File: src/rtl/pool_pkg.sv
// pool_pkg: shared types and helpers for the 2x2 average-pooling sequencer.
//   pool_state_t : sequencer FSM states
//   DATA_W/ADDR_W: default pixel and address widths
//   ACC_W        : accumulator width (four DATA_W samples without overflow)
//   avg4()       : floor(sum/4) of a four-sample accumulator
package pool_pkg;

  localparam int DATA_W = 16;
  localparam int ADDR_W = 16;
  localparam int ACC_W  = DATA_W + 2;

  typedef enum logic [2:0] {
    IDLE,
    RD,
    LAST,
    WR,
    DONE
  } pool_state_t;

  // Dropping the two LSBs is floor(sum/4); the top DATA_W bits cannot
  // overflow because four DATA_W values fit in DATA_W+2 bits.
  function automatic logic [DATA_W-1:0] avg4(input logic [ACC_W-1:0] acc);
    return acc[ACC_W-1:2];
  endfunction

endpackage

File: src/rtl/pool_avg_ctrl_if.sv
// pool_avg_ctrl_if: job request, input-buffer read port, output-buffer write
// port and status of the pooling sequencer.
//   master : sequencer side (drives strobes, addresses, pooled data, status)
//   slave  : host/buffer side (drives start, config and read data)
interface pool_avg_ctrl_if #(
  parameter int DATA_W = pool_pkg::DATA_W,
  parameter int ADDR_W = pool_pkg::ADDR_W,
  parameter int DIM_W  = 8
);
  logic              start;
  logic [DIM_W-1:0]  img_n;
  logic [ADDR_W-1:0] in_base;
  logic [ADDR_W-1:0] out_base;
  logic              rd_en;
  logic [ADDR_W-1:0] rd_addr;
  logic [DATA_W-1:0] rd_data;
  logic              wr_en;
  logic [ADDR_W-1:0] wr_addr;
  logic [DATA_W-1:0] wr_data;
  logic              busy;
  logic              done;

  modport master (
    input  start, img_n, in_base, out_base, rd_data,
    output rd_en, rd_addr, wr_en, wr_addr, wr_data, busy, done
  );

  modport slave (
    output start, img_n, in_base, out_base, rd_data,
    input  rd_en, rd_addr, wr_en, wr_addr, wr_data, busy, done
  );
endinterface

File: src/rtl/pool_addr_gen.sv
// pool_addr_gen: window walker for the pooling sequencer.
//   init      : load N (already even), bases; clear row/col/rd_cnt
//   step_rd   : advance the sample index inside the current window (wraps 3->0)
//   step_win  : move to the next 2x2 window and the next output address
//   rd_cnt    : index of the sample being read this cycle
//   rd_addr_nxt  : address of sample rd_cnt+1 in the current window
//   win_base_nxt : address of sample 0 of the next window
//   wr_addr   : output address of the current window
//   last_win  : current window is the bottom-right one
// Window and output addresses are tracked incrementally, so no multiplier.
module pool_addr_gen
  import pool_pkg::*;
#(
  parameter int ADDR_W = pool_pkg::ADDR_W,
  parameter int DIM_W  = 8
) (
  input  logic              clk,
  input  logic              rst,
  input  logic              init,
  input  logic              step_rd,
  input  logic              step_win,
  input  logic [DIM_W-1:0]  n_in,
  input  logic [ADDR_W-1:0] in_base,
  input  logic [ADDR_W-1:0] out_base,
  output logic [1:0]        rd_cnt,
  output logic [ADDR_W-1:0] rd_addr_nxt,
  output logic [ADDR_W-1:0] win_base_nxt,
  output logic [ADDR_W-1:0] wr_addr,
  output logic              last_win
);

  logic [DIM_W-1:0]  n_q;
  logic [DIM_W-1:0]  r_q;
  logic [DIM_W-1:0]  c_q;
  logic [DIM_W-1:0]  n_m2;
  logic [ADDR_W-1:0] n_a;
  logic [ADDR_W-1:0] win_base_q;
  logic [ADDR_W-1:0] wr_ptr_q;
  logic              col_wrap;

  assign n_m2     = n_q - DIM_W'(2);
  assign n_a      = ADDR_W'(n_q);
  assign col_wrap = (c_q == n_m2);
  assign last_win = col_wrap && (r_q == n_m2);
  assign wr_addr  = wr_ptr_q;

  // At the end of a row pair, window base jumps from r*N+N-2 to (r+2)*N.
  assign win_base_nxt = col_wrap ? (win_base_q + n_a + ADDR_W'(2))
                                 : (win_base_q + ADDR_W'(2));

  // Window sample order: (r,c), (r,c+1), (r+1,c), (r+1,c+1).
  always_comb begin
    rd_addr_nxt = win_base_q;
    case (rd_cnt)
      2'd0:    rd_addr_nxt = win_base_q + ADDR_W'(1);
      2'd1:    rd_addr_nxt = win_base_q + n_a;
      2'd2:    rd_addr_nxt = win_base_q + n_a + ADDR_W'(1);
      default: rd_addr_nxt = win_base_q;
    endcase
  end

  always_ff @(posedge clk) begin
    if (rst) begin
      n_q        <= '0;
      r_q        <= '0;
      c_q        <= '0;
      rd_cnt     <= '0;
      win_base_q <= '0;
      wr_ptr_q   <= '0;
    end else if (init) begin
      n_q        <= n_in;
      r_q        <= '0;
      c_q        <= '0;
      rd_cnt     <= '0;
      win_base_q <= in_base;
      wr_ptr_q   <= out_base;
    end else begin
      if (step_rd) begin
        rd_cnt <= rd_cnt + 2'd1;
      end
      if (step_win) begin
        win_base_q <= win_base_nxt;
        wr_ptr_q   <= wr_ptr_q + ADDR_W'(1);
        if (col_wrap) begin
          c_q <= '0;
          r_q <= r_q + DIM_W'(2);
        end else begin
          c_q <= c_q + DIM_W'(2);
        end
      end
    end
  end

endmodule

File: src/rtl/pool_avg_ctrl.sv
// pool_avg_ctrl: 2x2 average-pooling sequencer.
// Scans an N x N map (N = img_n with bit 0 cleared) one window at a time,
// reading four pixels on consecutive cycles, summing them at full precision
// and writing floor(sum/4) row-major to the output buffer, then pulsing done.
//   clk, rst : clock, synchronous active-high reset
//   bus      : pool_avg_ctrl_if.master -- start/img_n/in_base/out_base request,
//              rd_en/rd_addr/rd_data read port (1-cycle latency),
//              wr_en/wr_addr/wr_data write port, busy/done status
// Every output is a flop loaded from the next-state decode, so an output
// value seen in a cycle belongs to the state held in that same cycle.
module pool_avg_ctrl #(
  parameter int DATA_W = 16,
  parameter int ADDR_W = 16,
  parameter int DIM_W  = 8
) (
  input logic clk,
  input logic rst,
  pool_avg_ctrl_if.master bus
);
  import pool_pkg::*;

  localparam int AW = DATA_W + 2;

  pool_state_t       state_q, state_d;

  logic              rd_en_q, rd_en_d;
  logic [ADDR_W-1:0] rd_addr_q, rd_addr_d;
  logic              wr_en_q, wr_en_d;
  logic [ADDR_W-1:0] wr_addr_q, wr_addr_d;
  logic [DATA_W-1:0] wr_data_q, wr_data_d;
  logic              busy_q, busy_d;
  logic              done_q, done_d;

  logic              vld_p1;
  logic [AW-1:0]     acc_q;
  logic [AW-1:0]     acc_sum;
  logic              acc_clr;

  logic              init, step_rd, step_win;
  logic [DIM_W-1:0]  n_even;
  logic              n_zero;
  logic [1:0]        rd_cnt;
  logic [ADDR_W-1:0] rd_addr_nxt, win_base_nxt, gen_wr_addr;
  logic              last_win;

  assign n_even  = {bus.img_n[DIM_W-1:1], 1'b0};
  assign n_zero  = (n_even == '0);
  assign acc_sum = acc_q + AW'(bus.rd_data);

  pool_addr_gen #(
    .ADDR_W (ADDR_W),
    .DIM_W  (DIM_W)
  ) u_addr_gen (
    .clk          (clk),
    .rst          (rst),
    .init         (init),
    .step_rd      (step_rd),
    .step_win     (step_win),
    .n_in         (n_even),
    .in_base      (bus.in_base),
    .out_base     (bus.out_base),
    .rd_cnt       (rd_cnt),
    .rd_addr_nxt  (rd_addr_nxt),
    .win_base_nxt (win_base_nxt),
    .wr_addr      (gen_wr_addr),
    .last_win     (last_win)
  );

  always_comb begin
    state_d   = state_q;
    rd_en_d   = 1'b0;
    rd_addr_d = '0;
    wr_en_d   = 1'b0;
    wr_addr_d = '0;
    wr_data_d = '0;
    done_d    = 1'b0;
    init      = 1'b0;
    step_rd   = 1'b0;
    step_win  = 1'b0;
    acc_clr   = 1'b0;
    case (state_q)
      IDLE: begin
        if (bus.start) begin
          init    = 1'b1;
          acc_clr = 1'b1;
          if (n_zero) begin
            state_d = DONE;
            done_d  = 1'b1;
          end else begin
            state_d   = RD;
            rd_en_d   = 1'b1;
            rd_addr_d = bus.in_base;
          end
        end
      end
      RD: begin
        step_rd = 1'b1;
        if (rd_cnt == 2'd3) begin
          state_d = LAST;
        end else begin
          rd_en_d   = 1'b1;
          rd_addr_d = rd_addr_nxt;
        end
      end
      LAST: begin
        // The fourth sample arrives now; fold it straight into the result.
        state_d   = WR;
        wr_en_d   = 1'b1;
        wr_addr_d = gen_wr_addr;
        wr_data_d = avg4(acc_sum);
      end
      WR: begin
        step_win = 1'b1;
        acc_clr  = 1'b1;
        if (last_win) begin
          state_d = DONE;
          done_d  = 1'b1;
        end else begin
          state_d   = RD;
          rd_en_d   = 1'b1;
          rd_addr_d = win_base_nxt;
        end
      end
      DONE: begin
        state_d = IDLE;
      end
      default: begin
        state_d = IDLE;
      end
    endcase
    busy_d = (state_d == RD) || (state_d == LAST) || (state_d == WR);
  end

  // p0 -> p1: state and registered outputs
  always_ff @(posedge clk) begin
    if (rst) begin
      state_q   <= IDLE;
      rd_en_q   <= 1'b0;
      rd_addr_q <= '0;
      wr_en_q   <= 1'b0;
      wr_addr_q <= '0;
      wr_data_q <= '0;
      busy_q    <= 1'b0;
      done_q    <= 1'b0;
    end else begin
      state_q   <= state_d;
      rd_en_q   <= rd_en_d;
      rd_addr_q <= rd_addr_d;
      wr_en_q   <= wr_en_d;
      wr_addr_q <= wr_addr_d;
      wr_data_q <= wr_data_d;
      busy_q    <= busy_d;
      done_q    <= done_d;
    end
  end

  // p1 -> p2: read data returns one cycle after the strobe; accumulate it
  always_ff @(posedge clk) begin
    if (rst) begin
      vld_p1 <= 1'b0;
      acc_q  <= '0;
    end else begin
      vld_p1 <= rd_en_q;
      if (acc_clr) begin
        acc_q <= '0;
      end else if (vld_p1) begin
        acc_q <= acc_sum;
      end
    end
  end

  assign bus.rd_en   = rd_en_q;
  assign bus.rd_addr = rd_addr_q;
  assign bus.wr_en   = wr_en_q;
  assign bus.wr_addr = wr_addr_q;
  assign bus.wr_data = wr_data_q;
  assign bus.busy    = busy_q;
  assign bus.done    = done_q;

endmodule

File: src/flat_wrapper.sv
// flat-port wrapper written by rule: the top's interface ports become plain ports
module pool_avg_ctrl_flat import pool_pkg::*;
#(
  parameter int DATA_W = 16,
  parameter int ADDR_W = 16,
  parameter int DIM_W  = 8
)
  (clk, rst, bus_start, bus_img_n, bus_in_base, bus_out_base, bus_rd_data, bus_rd_en, bus_rd_addr, bus_wr_en, bus_wr_addr, bus_wr_data, bus_busy, bus_done);
  pool_avg_ctrl_if #(.DATA_W(DATA_W), .ADDR_W(ADDR_W), .DIM_W(DIM_W)) bus_i ();
  input logic clk;
  input logic rst;
  input wire logic [$bits(bus_i.start)-1:0] bus_start;
  input wire logic [$bits(bus_i.img_n)-1:0] bus_img_n;
  input wire logic [$bits(bus_i.in_base)-1:0] bus_in_base;
  input wire logic [$bits(bus_i.out_base)-1:0] bus_out_base;
  input wire logic [$bits(bus_i.rd_data)-1:0] bus_rd_data;
  output wire logic [$bits(bus_i.rd_en)-1:0] bus_rd_en;
  output wire logic [$bits(bus_i.rd_addr)-1:0] bus_rd_addr;
  output wire logic [$bits(bus_i.wr_en)-1:0] bus_wr_en;
  output wire logic [$bits(bus_i.wr_addr)-1:0] bus_wr_addr;
  output wire logic [$bits(bus_i.wr_data)-1:0] bus_wr_data;
  output wire logic [$bits(bus_i.busy)-1:0] bus_busy;
  output wire logic [$bits(bus_i.done)-1:0] bus_done;
  assign bus_i.start = bus_start;
  assign bus_i.img_n = bus_img_n;
  assign bus_i.in_base = bus_in_base;
  assign bus_i.out_base = bus_out_base;
  assign bus_i.rd_data = bus_rd_data;
  assign bus_rd_en = bus_i.rd_en;
  assign bus_rd_addr = bus_i.rd_addr;
  assign bus_wr_en = bus_i.wr_en;
  assign bus_wr_addr = bus_i.wr_addr;
  assign bus_wr_data = bus_i.wr_data;
  assign bus_busy = bus_i.busy;
  assign bus_done = bus_i.done;
  pool_avg_ctrl #(.DATA_W(DATA_W), .ADDR_W(ADDR_W), .DIM_W(DIM_W)) u_core (.clk(clk), .rst(rst), .bus(bus_i));
endmodule
File: config.mk
export PLATFORM = sky130hd
export DESIGN_NAME = pool_avg_ctrl_flat
export DESIGN_NICKNAME = d
export VERILOG_FILES = /design/src/rtl/pool_pkg.sv /design/src/rtl/pool_avg_ctrl_if.sv /design/src/rtl/pool_addr_gen.sv /design/src/rtl/pool_avg_ctrl.sv /design/src/flat_wrapper.sv
export SDC_FILE = /design/constraint.sdc
export NUM_CORES = 1
export LEC_CHECK = 0
export CORE_AREA = 5 5 158 160
export DETAILED_ROUTE_END_ITERATION = 8
export DIE_AREA = 0 0 163 165
export PLACE_DENSITY = 0.54
export SETUP_SLACK_MARGIN = 0.3
export SYNTH_ARGS = -nofsm -noshare
export SYNTH_HDL_FRONTEND = slang
export SYNTH_SLANG_ARGS = --single-unit
File: constraint.sdc
create_clock -name clk -period 6.7 [get_ports clk]
set_input_delay 1.34 -clock clk [delete_from_list [all_inputs] [get_ports clk]]
set_output_delay 1.34 -clock clk [all_outputs]
set_load 0.01 [all_outputs]
# Yosys cells after proc, flatten, opt, wreduce, memory -nomap -nowiden
# Index checks and enable logic that the tools add are counted.
# classes
add_sub_neg	11
eq_ne	11
muxes	32
bitwise_logic	1
reduce_logical	11
# op_table
op	n
16-bit 2-to-1 mux	9
16-bit one-hot mux with 3 select lines	2
16-bit by 1-bit adder with 16-bit output, second input constant	3
16-bit by 2-bit adder with 16-bit output, second input constant	2
18-bit by 16-bit adder with 18-bit output	1
16-bit by 8-bit adder with 16-bit output	1
8-bit by 2-bit adder with 8-bit output, second input constant	2
8-bit == test	2
3-bit by 2-bit == test with 1-bit output, second input constant	4
1-bit 2-to-1 mux	12
3-bit 2-to-1 mux	4
3-bit one-hot mux with 4 select lines	1
8-bit logical NOT	1
8-bit 2-to-1 mux	1
8-bit by 2-bit subtractor with 8-bit output, second input constant	1
3-bit by 1-bit == test with 1-bit output, second input constant	2
2-bit OR reduction	3
2-bit == test, second input constant	2
1-bit one-hot mux with 2 select lines	2
3-bit logical NOT	1
1-bit one-hot mux with 3 select lines	1
2-bit by 1-bit adder with 2-bit output, second input constant	1
2-bit by 1-bit == test with 1-bit output, second input constant	1
2-bit logical NOT	1
5 further kinds	6
# word_totals
reg_bits	131

# Depth between registers and ports, before layout
# Gate-level depths: netlist (run 1).
# depth
word_depth	8
ltp_mapped	19

# By module
# From an unflattened synthesis (run 1), not the netlist that was laid out.
# unflattened
cells_unflattened	1101
area_unflattened_um2	8712.1
# by_module_without_submodules
module	instances	cells_per_inst	area_each_um2
pool_addr_gen	1	729	5272.6
pool_avg_ctrl	1	372	3439.5

# Least setup slack after synthesis (run 1)
# No wires, ideal clock.
# synth_path
path_kind	register to register
start	register u_core.u_addr_gen.n_q[1]
end	register u_core.rd_addr_q[15] (netlist: u_core.bus.rd_addr[15])
setup_ns	0.074
t_arrival_ns	4.106
required_time_ns	6.626
path_slack_ns	2.520
path_stages_with_launch	19
period_less_slack_ns	4.180
cell_sequence	dfxtp_1 > buf_2 > inv_1 > ha_1 > nor3b_2 > xor3_1 > nor4b_4 > and3_1 > buf_6 > clkbuf_1 > mux2i_1 > inv_1 > ha_1 > nand2_1 > mux2i_4 > nand2_1 > or4_1 > or4_1 > a31oi_1
# synth_between
elab_chain_cells	5
# synth_lines
item	line_no	source
start, declared	pool_addr_gen.sv:32	logic [DIM_W-1:0] n_q;
start signal, assigned	pool_addr_gen.sv:71	n_q <= n_in;
16-bit by 8-bit adder with 16-bit output or 8-bit by 2-bit subtractor with 8-bit output (tied branches)	-	
16-bit by 1-bit adder with 16-bit output, or another cell as far along	pool_addr_gen.sv:57	2'd2: rd_addr_nxt = win_base_q + n_a + ADDR_W'(1);
16-bit one-hot mux with 3 select lines, or another cell as far along	pool_addr_gen.sv:54	case (rd_cnt)
16-bit 2-to-1 mux (on tied branches)	pool_avg_ctrl.sv:98, pool_avg_ctrl.sv:115	
16-bit one-hot mux with 3 select lines *	pool_avg_ctrl.sv:81	case (state_q)
end signal, assigned	pool_avg_ctrl.sv:148	rd_addr_q <= rd_addr_d;
end, declared	pool_avg_ctrl.sv:27	logic [ADDR_W-1:0] rd_addr_q, rd_addr_d;
# Every way passes the cells marked *; elsewhere a longest branch is shown, timed or not.
# A chain may end at the register's enable or synchronous reset.

# Worst setup path in the final report (run 1)
# Same ends and word-level chain as after synthesis.

==> results.md, run 1 <==
* Detailed Route Iter0 Violations at 557
* Crit path time final at 4530 ps
* Grt ovf at 0
* Critical Path RT at 7030 ps
* Sequential fraction of the synthesis area at 32.10%
* Rel. slew slack at 34.81%
* Pleak at 3.601 nW
* Async set-reset flop share out of synthesis at 0%
* Clock Tree Root: clkbuf_16
* Crit-path slowest cell: or4_1
* Drt wl/cell at 17.32 µm
* Die area at 26900 µm²
* VDD IR max at 0.1591 mV
* Drt pass-1 iters at 7
* CTS Hold Buffers Added at 0
* Final GP Congestion at 0.8950
* Reg area at 2582 µm²
* Final period utilization at 67.61%
* Cell row count at 56
* PwrDens at 210.8 nW/µm²
* Most numerous cell in the Yosys netlist: dfxtp_1
* Final HPWL DP at 18.04 mm
* Core box area at 23260 µm²
* Number of synthesized flops with an enable pin at 0
* Die H at 165 µm
* Final hold viol count at 0
* Synth Area in Compound Gates at 22.18%
* Vias in the first global route at 7450
* # clock sinks at 129
* Fillers at 2408
* Placement Cell Area at 9375 µm²
* Max stage delay on crit path at 500 ps
* Slew of the pin with the lowest slew margin at 977.9 ps
* Hold Path Class: register to register
* Antenna-violating nets left at 0
* Netlist cell types at 74
* Area contributors post-synth: dfxtp_1 (32%), nor2_1 (5.8%), xnor2_1 (5.8%)
* DR vias/cell at 5.320
* Setup total negative slack at 0 ps
* Worst Path Class, Setup: register to register
* Finish-stage setup viols at 0
* #FFs+latches synth at 129
* Die Wd at 163 µm
* Worst skew pair latency at 420 ps
* Synth-to-Final Area Change at 23.75%
* # IOs at 111
* Post-synthesis adder-cell area fraction at 5.631%
* Worst Path Arrival at 4860 ps
* Design Area, Final at 9955 µm²
* Synth top cells by count: dfxtp_1 (129), nor2_1 (125), nand2_1 (106)
* Htree depth at 4
* Setup bufs post-CTS at 0
* Status: finished, final reports clean
* Crit end category: register
* CTS Buffer Depth at 2
* Residual DRC count at 0
* Largest area contributor in the netlist: dfxtp_1
* Num CTS Buffers at 17
* Top_reg_cell synth: dfxtp_1
* Fraction of layout cells with a size suffix above 1 at 6.137%
* Top Family by Delay on Critical Path: simple AND/OR/NAND/NOR gates
* XOR/XNOR share of the synthesized area at 10.72%
* RSZ-0062 raised after global routing: false
* Max Clk Rate at 220.8 MHz
* Clock transition at path regs at 60 ps
* Share of the synthesized area in the top cell type at 32.10%
* First-pass GRT wire length at 39.78 mm
* Post-Syn Nets at 1111
* Mux share of post-synthesis cell area at 1.167%
* CP Buf/Inv Count at 2
* Simple-Gate Fraction of Synth Area at 24.42%
* Worst path cell trace: inv_1 -> ha_1 -> nor3b_2 -> xor3_1 -> nor4b_4 -> and3_1 -> mux2i_1 -> inv_1 -> ha_1 -> nand2_1 -> mux2i_4 -> nand2_1 -> or4_1 -> or4_1 -> a31oi_1
* Syn Area/Cell at 7.910 µm²
* Initial Utilization at 34.58%
* Main combinational cell family by area after synthesis: simple AND/OR/NAND/NOR gates
* Mapped Area at 8044 µm²
* Syn. warnings at 0
* Final wirelength at 24.72 mm
* Post-cts sizing count at 0
* CTS tree: done
* Antenna violations before repair at 0
* Via count of the routed design at 7592
* Antenna diodes at 0
* Worst-path fanout max at 7
* Overall power at 0.002099 W
* Total track usage at 18.56%
* Fin nets at 1189
* Buffers on Ports at 109
* Max Slew Vio Count at 0
* Largest net degree at the start of global routing at 45
* Multi-input logic area at 5172 µm²
* MaxCap Viol Count at 0
* Synth Instances at 1017
* Startpoint Class: register
* Worst Skew at 9.642 ps
[where the power goes]
part | internal [W] | leakage, nW | switching [W]
combinational | 0.000153 | 2.27 | 0.000189
clock | 0.000537 | 0.279 | 0.000379
sequential | 0.000796 | 1.05 | 0.0000448
[per-layer routing]
layer | wire [µm] | GRT usage [%] | vias up | part of all wire (%)
met5 | 0 | 0 | - | 0
met4 | 544 | 6.519 | 0 | 2.2
met3 | 1221 | 2.870 | 38 | 4.9
met2 | 11550 | 30.75 | 215 | 47
met1 | 11400 | 24.63 | 3508 | 46
li1 | - | - | 3831 | -
[flip-flops by register name, indices dropped and copies added (netlist names)]
name,count
u_core.acc_q,18
u_core.u_addr_gen.rd_cnt,2
u_core.u_addr_gen.wr_addr,16
u_core.bus.rd_en,1
u_core.u_addr_gen.c_q,7
u_core.bus.rd_addr,16
u_core.state_q,3
u_core.bus.done,1
u_core.bus.busy,1
u_core.u_addr_gen.r_q,7
u_core.u_addr_gen.win_base_q,16
u_core.bus.wr_addr,16
u_core.vld_p1,1
u_core.bus.wr_en,1
u_core.bus.wr_data,16
u_core.u_addr_gen.n_q,7
[final timing paths]
kind,from,end,slack (ps),depth (start not counted)
max,u_core.u_addr_gen.n_q[1]$_SDFFE_PP0P_,u_core.bus.rd_addr[15]$_SDFF_PP0_,2170,15
min,u_core.bus.rd_en$_SDFF_PP0_,u_core.vld_p1$_SDFF_PP0_,460,1
max reg2reg,u_core.u_addr_gen.n_q[1]$_SDFFE_PP0P_,u_core.bus.rd_addr[15]$_SDFF_PP0_,2170,15
min reg2reg,u_core.bus.rd_en$_SDFF_PP0_,u_core.vld_p1$_SDFF_PP0_,460,1
[layout make-up]
| cell class | count | area share [%] |
|---|---|---|
| clock buffer | 19 | 4.550 |
| clock inverter | 13 | 1.269 |
| inverter | 20 | 0.7541 |
| multi-input combinational | 810 | 51.96 |
| sequential | 129 | 25.94 |
| tap | 319 | 4.010 |
| timing repair buffer | 117 | 11.51 |
[cell families after synthesis]
kind of cell / Yosys count
fa+ha+maj: 35
simple gates: 404
mux: 8
flops: 129
compound gates: 268
xor+xnor: 95
buf+inv: 78
[cells in the final DEF, fill, tap and decap left out, types with 8 or more instances in the layout]
cell	count
and3_1	13
nor2b_1	11
o21ai_0	47
nor2_1	124
o211ai_1	9
clkdlybuf4s50_1	108
o21a_1	16
ha_1	33
o22ai_1	9
clkbuf_16	17
nor3_1	20
and2_1	24
a221oi_1	11
or3_1	12
xnor2_1	53
inv_1	19
a21oi_1	77
nand3_1	27
a22oi_1	9
dfxtp_1	129
a211oi_1	13
xor2_1	39
nand2_1	106
buf_4	8
a222oi_1	8
nand4_1	22
a31oi_1	13
[stage by stage]
| step | setup slack, ps | cells | utilization (%) | hold slack, ps |
|---|---|---|---|---|
| after floorplan | 2520 | 1017 | - | 454.4 |
| after global placement | 2264 | 1395 | 40.30 | 444.4 |
| after detailed placement | 2246 | 1395 | 40.30 | 451.6 |
| after CTS | 2195 | 1427 | 42.79 | 462.5 |
| after global routing | 1862 | 1427 | 42.79 | 474.6 |
| final | 2170 | 1427 | 42.79 | 460.5 |
Note: power is estimated with default switching activity, not from simulation.
==> inputs of run 2 (changes only) <==
--- a/config.mk
+++ b/config.mk
@@ -8,7 +8,7 @@
 export CORE_AREA = 5 5 158 160
 export DETAILED_ROUTE_END_ITERATION = 8
 export DIE_AREA = 0 0 163 165
-export PLACE_DENSITY = 0.54
+export PLACE_DENSITY = 0.56
 export SETUP_SLACK_MARGIN = 0.3
 export SYNTH_ARGS = -nofsm -noshare
 export SYNTH_HDL_FRONTEND = slang
==> constraint.sdc (replaced) <==
create_clock -name clk -period 4.1 [get_ports clk]
set_input_delay 0.82 -clock clk [delete_from_list [all_inputs] [get_ports clk]]
set_output_delay 0.82 -clock clk [all_outputs]
set_load 0.01 [all_outputs]
==> results.md, run 2 (synthesis gave the netlist of run 1 again) <==
* DR vias/cell at 5.404 (+1.6%)
* Buffers on Ports at 109 (unchanged)
* Grt ovf at 0 (unchanged)
* Status: finished, final reports clean
* Final period utilization at 89.01% (+21 points)
* Max reg flops at 18 (unchanged)
* Commonest non-fill, non-tap cells in the layout: nor2_1 (125), dfxtp_1 (125), clkdlybuf4s50_1 (108)
* Drt pass-1 iters at 6 (-1)
* Final HPWL DP at 18.57 mm (+2.9%)
* Antenna-violating nets left at 0 (unchanged)
* Cell row count at 56 (unchanged)
* Antenna violations before repair at 0 (unchanged)
* Fraction of layout cells with a size suffix above 1 at 10.41% (+4.3 points)
* Fillers at 2380 (-1.2%)
* Final GP Congestion at 0.9315 (+4.1%)
* Finish-stage setup viols at 0 (unchanged)
* Hold Crit Endpoint: u_core.acc_q[14]$_SDFFE_PP0P_
* Worst flop-to-flop path startpoint: u_core.u_addr_gen.n_q[2]$_SDFFE_PP0P_
* Slew of the pin with the lowest slew margin at 929.3 ps (-48.58 ps)
* Rel. slew slack at 38.05% (+3.2 points)
* Worst Skew at 12.93 ps (+3.292 ps)
* Worst skew pair latency at 430 ps (about the same)
* CTS tree: done
* MaxCap Viol Count at 0 (unchanged)
* Largest net degree at the start of global routing at 35 (-22%)
* Crit path time final at 3649 ps (-880.2 ps)
* First-pass GRT wire length at 40.99 mm (+3.1%)
* Worst hold start: u_core.acc_q[14]$_SDFFE_PP0P_
* Final hold viol count at 0 (unchanged)
* Drt wl/cell at 17.44 µm (+0.68%)
* Clock transition at path regs at 70 ps (about the same)
* Max Slew Vio Count at 0 (unchanged)
* Clock network fraction of total power at 44.4% (+0.8 points)
* Clock Tree Root: clkbuf_16
* PwrDens at 345.3 nW/µm² (+64%)
* Final wirelength at 25.32 mm (+2.4%)
* Max Clk Rate at 274.0 MHz (+24%)
* Core box area at 23260 µm² (unchanged)
* Num CTS Buffers at 17 (unchanged)
* Pleak at 3.773 nW (+4.8%)
* Core Util, Final at 44.26% (+1.5 points)
* Startpoint Class: register
* Htree depth at 4 (unchanged)
* Worst Path Arrival at 3980 ps (-880 ps)
* Via count of the routed design at 7846 (+3.3%)
* Die H at 165 µm (unchanged)
* R2R depth at 15 (unchanged)
* Worst-path fanout max at 6 (-1)
* Switching pwr at 0.001042 W (+70%)
* # clock sinks at 129 (unchanged)
* Multi-input logic area at 5288 µm² (+2.2%)
* CTS Buffer Depth at 2 (unchanged)
* Comb power frac at 17.4% (+1.1 points)
* WHS at 485.8 ps (+25.33 ps)
* Seq pwr share at 38.2% (-1.9 points)
* Reg area at 2590 µm² (+0.29%)
* CTS Hold Buffers Added at 0 (unchanged)
* VDD IR max at 0.2546 mV (+60%)
* # IOs at 111 (unchanged)
* Total track usage at 19.15% (+0.59 points)
* Vias in the first global route at 7595 (+1.9%)
* Internal power at 0.002513 W (+69%)
* Hold Crit Depth at 2 (+1)
* Worst Path Class, Setup: register to register
* Residual DRC count at 0 (unchanged)
* Initial Utilization at 34.58% (unchanged)
* R2R Path End: u_core.bus.rd_addr[15]$_SDFF_PP0_
* Reg with most FFs: u_core.acc_q
* Critical Path RT at 4430 ps (-2600 ps)
* Die Wd at 163 µm (unchanged)
* Die area at 26900 µm² (unchanged)
* Detailed Route Iter0 Violations at 740 (+33%)
* Antenna diodes at 0 (unchanged)
* Crit end category: register
* Setup total negative slack at 0 ps (unchanged)
* R2r setup slk at 450 ps (-1720 ps)
* Hold Path Class: register to register
* Fin nets at 1214 (+2.1%)
* Switching Share at 29.31% (+0.14 points)
* Synth-to-Final Area Change at 28.00%
* RSZ-0062 raised after global routing: true
-- run 2: cell types whose count changed in the layout (fill, tap and decap cells not counted), moves of 4 or more --
cell	before	now
buf_4	8	33
dfxtp_1	129	125
nand2_1	106	102
nand2_2	0	4
-- run 2: worst max-delay path, stage by stage, from the launching register on --
cell and delay, ps:
dfxtp_4 370, inv_2 70, ha_4 160, nor3b_4 230, xor3_2 400, nor4b_4 270, and3_4 250, mux2i_2 90
inv_2 100, ha_4 170, nand2_2 90, mux2i_4 200, nand2_2 90, or4_4 430, or4_1 510, a31oi_1 130
-- run 2: worst max-delay path by stage --
| stage | cells after the start | slack [ps] | from | end |
|---|---|---|---|---|
| after global routing | 12 | 260 | u_core.u_addr_gen.n_q[1]$_SDFFE_PP0P_ | u_core.bus.rd_addr[15]$_SDFF_PP0_ |
| after global placement | 15 | 250 | u_core.u_addr_gen.n_q[2]$_SDFFE_PP0P_ | u_core.bus.rd_addr[15]$_SDFF_PP0_ |
| final | 15 | 450 | u_core.u_addr_gen.n_q[2]$_SDFFE_PP0P_ | u_core.bus.rd_addr[15]$_SDFF_PP0_ |
| after CTS | 10 | 330 | u_core.u_addr_gen.win_base_q[2]$_SDFFE_PP0P_ | u_core.bus.rd_addr[15]$_SDFF_PP0_ |
| after floorplan | 18 | 300 | u_core.u_addr_gen.n_q[1]$_SDFFE_PP0P_ | u_core.bus.rd_addr[15]$_SDFF_PP0_ |
| after detailed placement | 15 | 190 | u_core.u_addr_gen.n_q[2]$_SDFFE_PP0P_ | u_core.bus.rd_addr[15]$_SDFF_PP0_ |
-- run 2: metal layers --
| layer | wire, µm | GRT usage [%] | up-vias |
|---|---|---|---|
| li1 | - | - | 3868 |
| met1 | 11760 | 25.64 | 3664 |
| met2 | 11630 | 31.66 | 272 |
| met3 | 1388 | 3.144 | 42 |
| met4 | 548 | 6.024 | 0 |
| met5 | 0 | 0 | - |
-- run 2: final cells by class --
class / count / area share, %
clock buffers: 18 / 4.265
repair buffers: 142 / 12.95
clock inverters: 14 / 1.665
flip-flops and latches: 129 / 25.15
well taps: 319 / 3.877
inverters: 20 / 0.7291
multi-input cells: 810 / 51.36
-- run 2: repair_timing --
item	in CTS	in global routing
endpoints found under the setup margin	2	7
pin swaps	2	5
buffers inserted	1	3
resized for setup	1	25
-- run 2: stage by stage --
step           std cells  setup slack (ps)  cell area, µm²  total power [W]
3_3_place_gp        1416             247.2            9565         0.001983
3_5_place_dp        1416             186.5            9565         0.001984
4_1_cts             1449             325.2           10180         0.003577
2_1_floorplan       1017             304.8            8098         0.001769
6_report            1452             450.6           10300         0.003556
5_1_grt             1452             260.4           10300         0.003720
-- run 2: power groups by stage --
stage	Sequential (W)	Clock, W	Combinational (W)
after floorplan	0.00137	0	0.000402
after global placement	0.00138	0	0.000598
after detailed placement	0.00139	0	0.000598
after CTS	0.00136	0.00162	0.000601
after global routing	0.00137	0.00168	0.000678
final	0.00136	0.00158	0.000620
==> inputs of run 3 (changes only) <==
--- a/config.mk
+++ b/config.mk
@@ -10,6 +10,7 @@
 export DIE_AREA = 0 0 163 165
 export PLACE_DENSITY = 0.56
 export SETUP_SLACK_MARGIN = 0.3
+export SKIP_LAST_GASP = 1
 export SYNTH_ARGS = -nofsm -noshare
 export SYNTH_HDL_FRONTEND = slang
 export SYNTH_SLANG_ARGS = --single-unit
==> results of run 3 <==
Final layout, timing and power as in run 2 (identical DEF).
